File: config.mk
export PLATFORM = sky130hd
export DESIGN_NAME = seg_scan_display
export DESIGN_NICKNAME = d
export VERILOG_FILES = /design/src/rtl/seg_scan_display.sv
export SDC_FILE = /design/constraint.sdc
export NUM_CORES = 1
export LEC_CHECK = 0
export ABC_AREA = 1
export BUFFER_PORTS_ARGS = -buffer_cell sky130_fd_sc_hd__clkbuf_2
export CORE_MARGIN = 1
export CORE_UTILIZATION = 30
export CTS_BUF_LIST = sky130_fd_sc_hd__clkbuf_16
export DETAILED_ROUTE_END_ITERATION = 8
export PLACE_DENSITY_LB_ADDON = 0.2
export SYNTH_ARGS = -nofsm -noshare
export SYNTH_HDL_FRONTEND = slang
export SYNTH_SLANG_ARGS = --single-unit
export TNS_END_PERCENT = 20
File: constraint.sdc
create_clock -name HCLK -period 3.1 [get_ports HCLK]
set_input_delay 0.155 -clock HCLK [delete_from_list [all_inputs] [get_ports HCLK]]
set_output_delay 0.155 -clock HCLK [all_outputs]
set_load 0.03 [all_outputs]
File: src/rtl/seg_scan_display.sv
// Eight-digit multiplexed common-anode hex display scanner with frame-synchronous update.
// Optional leading-zero blanking is enabled by defining SEG_LEADING_ZERO_BLANK_EN.
module seg_scan_display #(
  parameter int SCAN_DIV     = 1000,
  parameter int BLANK_CYCLES = 16
) (
  input  logic        HCLK,
  input  logic        HRESET,
  input  logic [31:0] DataIn,
  input  logic        DataValid,
  output logic [7:0]  nDigit,
  output logic [6:0]  nSegment,
  output logic        FrameStart
);

  localparam logic [15:0] DIV_LAST = 16'(SCAN_DIV - 1);
  localparam logic [15:0] LIT_END  = 16'(SCAN_DIV - BLANK_CYCLES);

  logic [31:0] pend_data;
  logic        pend_valid;
  logic [31:0] disp_data;
  logic        disp_valid;
  logic [15:0] div;
  logic [2:0]  idx;

  logic        slot_end;
  logic        frame_end;
  logic [7:0]  lz_blank;
  logic [3:0]  nibble;
  logic        on;
  logic [7:0]  digit_next;
  logic [6:0]  seg_next;

  function automatic logic [6:0] hex7seg(input logic [3:0] n);
    logic [6:0] s;
    case (n)
      4'h0: s = 7'h3F;  4'h1: s = 7'h06;  4'h2: s = 7'h5B;  4'h3: s = 7'h4F;
      4'h4: s = 7'h66;  4'h5: s = 7'h6D;  4'h6: s = 7'h7D;  4'h7: s = 7'h07;
      4'h8: s = 7'h7F;  4'h9: s = 7'h6F;  4'hA: s = 7'h77;  4'hB: s = 7'h7C;
      4'hC: s = 7'h39;  4'hD: s = 7'h5E;  4'hE: s = 7'h79;  default: s = 7'h71;
    endcase
    return s;
  endfunction

  assign slot_end  = (div == DIV_LAST);
  assign frame_end = slot_end && (idx == 3'd7);

  // Blanking is derived from the displayed word only, so it cannot change mid-frame.
`ifdef SEG_LEADING_ZERO_BLANK_EN
  assign lz_blank[0] = 1'b0;
  for (genvar gi = 1; gi < 8; gi++) begin : g_lz
    assign lz_blank[gi] = ~|disp_data[31:4*gi];
  end
`else
  assign lz_blank = 8'h00;
`endif

  always_comb begin
    nibble     = disp_data[{idx, 2'b00} +: 4];
    on         = disp_valid && (div < LIT_END) && !lz_blank[idx];
    digit_next = 8'hFF;
    seg_next   = 7'h7F;
    if (on) begin
      digit_next = ~(8'b1 << idx);
      seg_next   = ~hex7seg(nibble);
    end
  end

  always_ff @(posedge HCLK or posedge HRESET) begin
    if (HRESET) begin
      pend_data  <= 32'h0;
      pend_valid <= 1'b0;
      disp_data  <= 32'h0;
      disp_valid <= 1'b0;
      div        <= 16'h0;
      idx        <= 3'd0;
      FrameStart <= 1'b0;
      nDigit     <= 8'hFF;
      nSegment   <= 7'h7F;
    end else begin
      pend_valid <= DataValid;
      if (DataValid) pend_data <= DataIn;
      if (slot_end) begin
        div <= 16'h0;
        idx <= idx + 3'd1;
      end else begin
        div <= div + 16'd1;
      end
      // The display registers take the value pending before this edge, not the one arriving on it.
      if (frame_end) begin
        disp_data  <= pend_data;
        disp_valid <= pend_valid;
      end
      FrameStart <= frame_end;
      nDigit     <= digit_next;
      nSegment   <= seg_next;
    end
  end

endmodule

======== Yosys cells after proc, flatten, opt, wreduce, memory -nomap -nowiden ========
Memories as Yosys holds them, arrays and structs flattened.
Cells that the tools add are included.
cells by class
  shifts and indexed selects .............. 2
  muxes and demuxes ....................... 5
  reductions and logical operators ........ 4
  $add $sub $neg .......................... 2
  equal/unequal tests ..................... 2
  magnitude comparators ................... 2
  bitwise operators ....................... 2
operator list
  operator               count
  $shiftx 32x6->4        1
  $add 16x1->16 const B  1
  $eq 16x10->1 const B   1
  $lt 16x10->1 const B   1
  $mux 16                1
  $mux 7                 2
  $mux 8                 1
  $not 8->8              1
  $shl 1x3->8 const A    1
  $not 7->7              1
  $lt 3x4->1 const B     1
  $add 3x1->3 const B    1
  $eq 3x3->1 const B     1
  $logic_and 1x1->1      3
  $logic_not 1->1        1
  $mux 1                 1
word-level totals
  bits in registers ....................... 101
  word-level logic and storage cells ...... 30
  bits of input ports ..................... 35
  memory bits (read-only) ................. 120
  memories ................................ 2
memory list
  memory            words  width  read ports  clocked after memory_dff  wr ports  line  RTL
  (name not given)  16     7      1           0                         0         36    case (n)
  (name not given)  8      1      1           0                         0         60    on = disp_valid && (div < LIT_END) && !lz_blank[idx];

======== Logic depth before layout (Yosys ltp) ========
Gate-level depths: netlist of the first run.
  depth in word-level cells ............... 7
  depth in mapped cells ................... 14
  gate-level depth less buffers ........... 12

======== Least setup slack after synthesis of the first run ========
OpenSTA, ideal clock, no wires.
  path type ............................... register -> register
  start point ............................. reg idx[0]
  end point ............................... reg nSegment[0]
  path slack .............................. 1.358 ns
  buffers on the path ..................... 2
  data required time ...................... 3.017 ns
  setup time .............................. 0.083 ns
  arrival ................................. 1.658 ns
  cell stages (with the launch flop) ...... 14
  cell sequence ........................... dfrtp_1 -> buf_6 -> inv_6 -> buf_8 -> nand2_1 -> nand3_1 -> nand3_1 -> nand2_1 -> inv_1 -> ha_1 -> inv_1 -> nand3_1 -> nand3_1 -> nand3_1
between the ends
  longest elaborated chain between the ends .. 5
  elaborated cells between the ends (all ways) .. 9
  those cells by class .................... shift: 1; mux: 3; bitwise: 1; reduce/logical: 2; memory: 2
RTL lines
  what                                            line    RTL
  start, declared                                 24      logic [2:0] idx;
  start signal, assigned                          85      idx <= idx + 3'd1;
  $shiftx 32x6->4 or $mem_v2 8x1 (tied branches)  n/a
  $mem_v2 16x7 or $mux 1 (tied branches)          n/a
  $mux 7 or $logic_not 1->1 (tied branches)       63, 60
  $not 7->7 or $logic_and 1x1->1 (tied branches)  65, 60
  $mux 7 (*)                                      63      if (on) begin
  named net seg_next[0]                           32      logic [6:0] seg_next;
  end signal, assigned                            96      nSegment <= seg_next;
  end, declared                                   12      output logic [6:0] nSegment,
Mark *: on every way through the listed nets, which the timed path passes. The rest lies on a longest branch. The select of a mux whose other input is x is not followed.
A chain may end at the register's enable or synchronous reset.

======== Worst setup path after layout of the first run ========
Ends and elaborated chain as after synthesis.

==> results.md, run 1 <==
- Min cycle time layout: around 2300 ps
- Hpwl dp: 6440 um
- Mux share of post-synthesis cell area: 0
- Delay-heaviest family, CP: simple AND/OR/NAND/NOR gates
- Crit path launch type: flip-flop
- Syn_nets: ~580
- Die area: about 0.016 mm^2
- Simple-gate share of the synthesized area: 0.224
- Ys async rst share: 1.00
- Synth Area in XOR/XNOR: 0.0184
- Port bufs: 50
- WP buf/inv: 3
- Leakage power: 0.00265 uW
- Top FF cell, synth: dfrtp_1
- Period utilization: 0.733
- Wire per inst: approximately 11 um
- Worst slew pin tran: about 1100 ps
- Die Y: 128 um
- VDD IR max: 0.329 mV
- Synth Area in Compound Gates: 0.0936
- Yosys warning total: 0
- #FFs+latches synth: approximately 100
- Total setup buffers inserted after CTS: 0
- CP Class: flip-flop to flip-flop
- I/O pin count: a little over 50
- Outcome: complete, no violations
- Main combinational cell family by area after synthesis: simple AND/OR/NAND/NOR gates
- Total power: around 2600 uW
- Slew HR: 0.293
- Largest net degree at the start of global routing: 66
- Grt ovf: 0
- First-pass GRT wire length: about 16,000 um
- Critical path fanouts, max: 19
- Layout cells sized above 1: 0.244
- Final setup fails: 0
- Slowest stage delay, CP: between 700 and 800 ps
- RSZ-0062 raised after global routing: no
- Remaining DRCs: 0
- Max Freq: between 400 and 500 MHz
- Area Overhead vs Synth: 14.9%
- Synth Cell Area: ~0.0048 mm^2
- Core area: 0.0154 mm^2
- Cell taking the most area after synthesis: dfrtp_1
- Post-synth EDFFs: 0
- Power Density: just under 500 mW/mm^2
- Vias: roughly 3,400
- Ranking of synthesized cells by area: dfrtp_1, nand2_1, dfstp_2, inv_1, nand3_1
- Number of diodes: 0
- Worst EP arrival: 2540 ps
- Final Slew Violations: 0
- Initial antenna violation count: 0
- Total CTS buffers: 9
- Worst setup EP type: flip-flop
- Post-synth top area share: 0.451
- Fin. Hold Viols: 0
- Nets: 620
- Worst-path clk slew: roughly 70 ps
- Worst hold path type: primary input to flip-flop
- Initial Util: 0.310
- Rows: 45
- GRT Total Usage: 0.123
- Clock sinks: between 100 and 150
- Syn Inst Count: roughly 530
- Crit-path slowest cell: dfrtp_1
- Top-count cell post-synth: nand2_1
- Adder-Cell Fraction of Synth Area: 0.0341
- Final Wtd Congestion: around 0.84
- Max-cap violation count: 0
- Post-synthesis cell type count: 32
- Cells along the critical path: inv_6, nand2_1, nand2_1, nand2_1, nand3_1, nand2_1, inv_1, ha_1, inv_1, nand3_1, nand3_1, nand3_1
- Maximum root-to-sink buffer count: 2
- Die X: ~130 um
- Sequential fraction of the synthesis area: 0.534
- Fillers: between 1,500 and 2,000
- Clock Skew: roughly 8.5 ps
- DR iter-0 viols: 136
- TritonRoute pass-1 iters: 4
- Synth top cells by count: nand2_1, dfrtp_1, inv_1, nand3_1, o21ai_0
- Setup TNS: 0 ps
- CTS tree: done
- CTS HTree Levels: 3
- Clk Latency, worst-skew pair: approximately 340 ps
- CTS root buffer: clkbuf_16
- Number of global-route vias before repair: between 3,000 and 4,000
- CP required: roughly 3400 ps
- DRT antenna net count: 0
- Avg Cell Area, Syn: between 9 and 10 um^2
- WL final: approximately 9000 um
- Post-DR vias/cell: approximately 4.3
where the power goes:
| group | internal, uW | leakage (uW) | total (uW) | switching, uW |
|---|---|---|---|---|
| logic | 35.1 | 0.00121 | 116 | 80.8 |
| clock network | 696 | 0.000153 | 1170 | 471 |
| registers | 1360 | 0.00128 | 1360 | 8.81 |
area by class of cell:
cell class | instances | area (um^2) | share of cell area
repair buffers | 54 | 295 | 0.0538
inverters | 80 | 308 | 0.0561
flip-flops and latches | 101 | 2550 | 0.464
clock buffers | 9 | 225 | 0.0411
multi-input cells | 326 | 1760 | 0.322
clock inverters | 7 | 82.6 | 0.0151
well taps | 211 | 264 | 0.0481
flip-flops by register name, summed over array words and instances, names as in the netlist:
| signal | flops |
|---|---|
| disp_valid | 1 |
| nDigit | 8 |
| pend_valid | 1 |
| FrameStart | 1 |
| nSegment | 7 |
| pend_data | 32 |
| disp_data | 32 |
| idx | 3 |
| div | 16 |
layer usage:
| metal | part of all wire | global-route usage | vias up |
|---|---|---|---|
| met5 | 0 | 0 | - |
| met4 | 0.0099 | 0.0318 | 0 |
| met3 | 0.036 | 0.0351 | 8 |
| met2 | 0.45 | 0.194 | 60 |
| met1 | 0.50 | 0.166 | 1550 |
| li1 | - | - | 1736 |
layout by cell type (no fill, tap or decap):
cell type,netlist,layout
nor3_1,5,5
inv_4,0,1
o21ai_2,24,24
nor3b_1,1,1
nor2_1,20,20
inv_2,5,5
o21ai_1,9,9
nor2_4,2,2
clkinvlp_4,0,1
nand3b_1,2,2
xnor2_1,2,2
buf_4,0,2
bufinv_16,0,2
clkbuf_2,0,50
inv_6,1,1
and3_1,1,1
ha_1,13,13
buf_12,0,1
or2_2,1,1
xor2_1,8,8
nand2_2,20,20
clkinv_1,0,2
nor2_2,2,2
inv_1,74,75
nand3_1,50,50
nand2_1,119,119
nor3_2,1,1
clkbuf_16,0,9
o21ai_0,35,35
dfrtp_1,86,86
dlygate4sd3_1,0,1
or2_1,1,1
a31oi_1,1,1
a21oi_1,2,2
dfstp_2,15,15
nand4_1,3,3
nand3_2,4,4
worst paths after layout:
path                                 start       endpoint  slack, ps  cells after the start
worst max-delay path                idx[0]    nSegment[0]        830                     12
worst min-delay path             DataIn[0]   pend_data[0]         20                      3
worst max register to register      idx[0]    nSegment[0]        830                     12
worst min register to register  pend_valid     disp_valid        460                      2
max in group asynchronous           HRESET    nSegment[0]       1750                      4
min in group asynchronous           HRESET  pend_data[20]        520                      3
what timing repair did:
item / 4_1_cts / 5_1_grt
endpoints found under the hold margin: 46 / 0
gates resized for setup: 0 / 0
hold buffers: 1 / 0
per-stage QoR:
step / utilization / cells / hold WS [ps] / setup WS, ps / instance area [um^2]
after floorplan: - / 527 / 186 / 323 / 4770
after global placement: 0.336 / 771 / 356 / 993 / 5170
after detailed placement: 0.336 / 771 / 363 / 871 / 5170
after CTS: 0.357 / 788 / 4.39 / 836 / 5490
after global routing: 0.357 / 788 / 10.7 / 520 / 5490
final: 0.357 / 788 / 15.0 / 829 / 5490
worst min-delay path: stages:
cell      delay, ps
clkbuf_2         80
nand2_1          40
o21ai_0          60
cell families (layout without fill, tap and decap cells):
logic type               Yosys count  count (layout)
flip-flops                       101             101
buffers and inverters            100             150
AO/OA/AOI/OAI                     71              71
adder cells (fa/ha/maj)           13              13
AND/OR/NAND/NOR                  232             232
XOR/XNOR                          10              10
Note: power is estimated with default switching activity, not from simulation.
==> inputs of run 2 (changes only) <==
--- a/config.mk
+++ b/config.mk
@@ -5,7 +5,7 @@
 export SDC_FILE = /design/constraint.sdc
 export NUM_CORES = 1
 export LEC_CHECK = 0
-export ABC_AREA = 1
+export ABC_AREA = 0
 export BUFFER_PORTS_ARGS = -buffer_cell sky130_fd_sc_hd__clkbuf_2
 export CORE_MARGIN = 1
 export CORE_UTILIZATION = 30
==> constraint.sdc (replaced) <==
create_clock -name HCLK -period 2 [get_ports HCLK]
set_input_delay 0.1 -clock HCLK [delete_from_list [all_inputs] [get_ports HCLK]]
set_output_delay 0.1 -clock HCLK [all_outputs]
set_load 0.03 [all_outputs]
==> run 2 against run 1 <==
The flow now finishes with violations (DRC, setup timing). Sequential cell count unchanged. Synthesized cell count decreased by 40%. Global-route usage increased by 0.052 points. Via count decreased by 17%. Synthesized area decreased by 5.3%. Power increased by 52%. Critical path type unchanged. Critical endpoint is now nSegment[4].
==> results.md, run 2 <==
- Outcome: finished, violations left
- Worst setup EP type: flip-flop
- Main combinational cell family by area after synthesis: multiplexers
- Worst-path clk slew: about 70 ps
- Rows: 44
- Failing checks: DRC, setup timing
- FF-to-FF setup slack: -50 ps
- Die area: between 0.015 and 0.02 mm^2
- Number of global-route vias before repair: 2,943
- Final Slew Violations: 0
- CP Class: flip-flop to flip-flop
- Ranking of synthesized cells by area: dfrtp_1, mux2_4, mux2_2, dfstp_2, ha_1
- Syn_nets: between 300 and 400
- Yosys warning total: 0
- Die X: 125 um
- Layout cells sized above 1: 0.480
- Fillers: about 1,400
- Total CTS buffers: 9
- Final Wtd Congestion: a little under 0.8
- Initial Util: 0.309
- Max-cap violation count: 0
- Share of power burned in registers: 0.532
- Remaining DRCs: 7
- Worst EP arrival: between 2000 and 2500 ps
- Slowest stage delay, CP: 530 ps
- Clock Skew: 12.2 ps
- Port bufs: 50
- Final setup fails: 5
- Util after Layout: 0.403
- Synth Area in XOR/XNOR: 0.0310
- CP required: 2260 ps
- Synth Cell Area: 0.00452 mm^2
- Period utilization: 1.02
- Wire per inst: 13.9 um
- VDD IR max: around 0.41 mV
- Ys async rst share: 1.00
- Post-synthesis cell type count: 44
- Die Y: between 100 and 150 um
- Maximum root-to-sink buffer count: 2
- Grt ovf: 0
- Leakage power: ~0.0027 uW
- Largest regs: disp_data x32, pend_data x32, div x16
- CTS HTree Levels: 3
- Clock network fraction of total power: 0.415
- Cell taking the most area after synthesis: dfrtp_1
- Setup TNS: -125 ps
- Post-DR vias/cell: around 4.5
- Fin. Hold Viols: 0
- Most common cell after layout, fill and taps aside: dfrtp_1
- Post-synth EDFFs: 0
- Min cycle time layout: about 2000 ps
- Power Density: 684 mW/mm^2
- Adder-Cell Fraction of Synth Area: 0.0360
- Clock sinks: a little over 100
- First-pass GRT wire length: 14,900 um
- Max Freq: 489 MHz
- RSZ-0062 raised after global routing: yes
- GRT Total Usage: 0.124
- CTS root buffer: clkbuf_16
- Top-count cell post-synth: dfrtp_1
- Nets: 478
- Int Power: around 3200 uW
- DRT antenna net count: 0
- Placement Cell Area: between 0.005 and 0.006 mm^2
- I/O pin count: 51
- Total power: between 4000 and 5000 uW
- Mux share of post-synthesis cell area: 0.240
- Hpwl dp: approximately 5900 um
- Slew HR: 0.644
- Crit-path slowest cell: mux4_2
- Sequential fraction of the synthesis area: 0.563
- Number of diodes: 0
- Critical path fanouts, max: 6
- Synth Area in Compound Gates: 0.0324
- Switching power: 845 uW
- Reg2reg path depth: 6
- Synth top cells by count: dfrtp_1, mux2_2, mux2_4, nand2_1, nor2_1
- TritonRoute pass-1 iters: 6
- Syn Inst Count: ~320
- #FFs+latches synth: 101
- Simple-gate share of the synthesized area: 0.0742
- Core area: between 0.01 and 0.015 mm^2
- Hold path depth: 2
- Finished Cell Area: 0.00589 mm^2
- Clk Latency, worst-skew pair: approximately 350 ps
- Worst hold path type: primary input to flip-flop
- CTS tree: done
- DR iter-0 viols: 116
- Cells along the critical path: mux4_2, mux2_4, ha_4, mux2_2, nand2_1, o311ai_1
- Switching Fraction: 0.209
- Setup WS post-layout: -45.2 ps
- Top FF cell, synth: dfrtp_1
- Placed Instances: 565
- Area Overhead vs Synth: 30.4%
- Final instance count without filler cells: slightly above 600
- Vias: 2,780
- Initial antenna violation count: 0
- Comb power frac: 0.052
- Crit path launch type: flip-flop
- Post-synth top area share: 0.476
- Largest net degree at the start of global routing: between 100 and 150
- Avg Cell Area, Syn: ~14 um^2
- Most frequent cells in the layout: dfrtp_1, clkbuf_2, mux2_2, dlygate4sd3_1, mux2_4
- Worst slew pin tran: roughly 530 ps
- WL final: 8580 um
## run 2: layer usage
metal | global-route usage | share of wire | wire, um | up-vias
li1 | - | - | - | 1344
met1 | 0.157 | 0.47 | 4070 | 1378
met2 | 0.194 | 0.47 | 4040 | 46
met3 | 0.0387 | 0.037 | 320 | 12
met4 | 0.0523 | 0.017 | 150 | 0
met5 | 0 | 0 | 0 | -
## run 2: critical path: cells and delay by family, from the launching register on
family                   cells  cell delay, ps
AND/OR/NAND/NOR              1              70
AO/OA/AOI/OAI                1              80
flip-flops                   1             480
adder cells (fa/ha/maj)      1             190
multiplexers                 3            1130
## run 2: cell families (layout without fill, tap and decap cells)
group / Yosys count / count (layout)
adder cells (fa/ha/maj): 13 / 13
XOR/XNOR: 16 / 16
AND/OR/NAND/NOR: 66 / 66
flip-flops: 101 / 101
multiplexers: 80 / 80
buffers and inverters: 20 / 137
AO/OA/AOI/OAI: 20 / 20
## run 2: worst paths after layout
path                                end      start
max reg2reg                 nSegment[4]     idx[0]
min                          pend_valid  DataValid
min in group asynchronous  pend_data[3]     HRESET
min reg2reg                     div[15]    div[15]
max in group asynchronous   nSegment[6]     HRESET
max                         nSegment[4]     idx[0]
## run 2: layout make-up
cell class / count / area [um^2] / area share
clock inverters: 5 / 51.3 / 0.00870
well taps: 184 / 230 / 0.0391
clock buffers: 9 / 225 / 0.0382
repair buffers: 116 / 865 / 0.147
inverters: 7 / 32.5 / 0.00552
flip-flops and latches: 101 / 2550 / 0.432
multi-input cells: 195 / 1940 / 0.329
## run 2: metrics by stage
step,setup WS [ps],hold WS [ps]
floorplan,-147,131
global placement,-137,299
detailed placement,-202,296
CTS,-39.6,195
global route,-119,214
finish,-45.2,197
## run 2: power by group through the flow
stage               Combinational (uW)  Clock (uW)  Sequential [uW]
floorplan                          110           0             2170
global placement                   164           0             2190
detailed placement                 168           0             2190
CTS                                218        1740             2150
global route                       239        1810             2160
finish                             211        1680             2150
## run 2: repair_timing
action	in CTS	in global routing
resized for setup	16	11
setup buffers	2	3
hold buffers	33	0
pin swaps	5	4
hold endpoints to repair	118	0
endpoints found under the setup margin	14	40
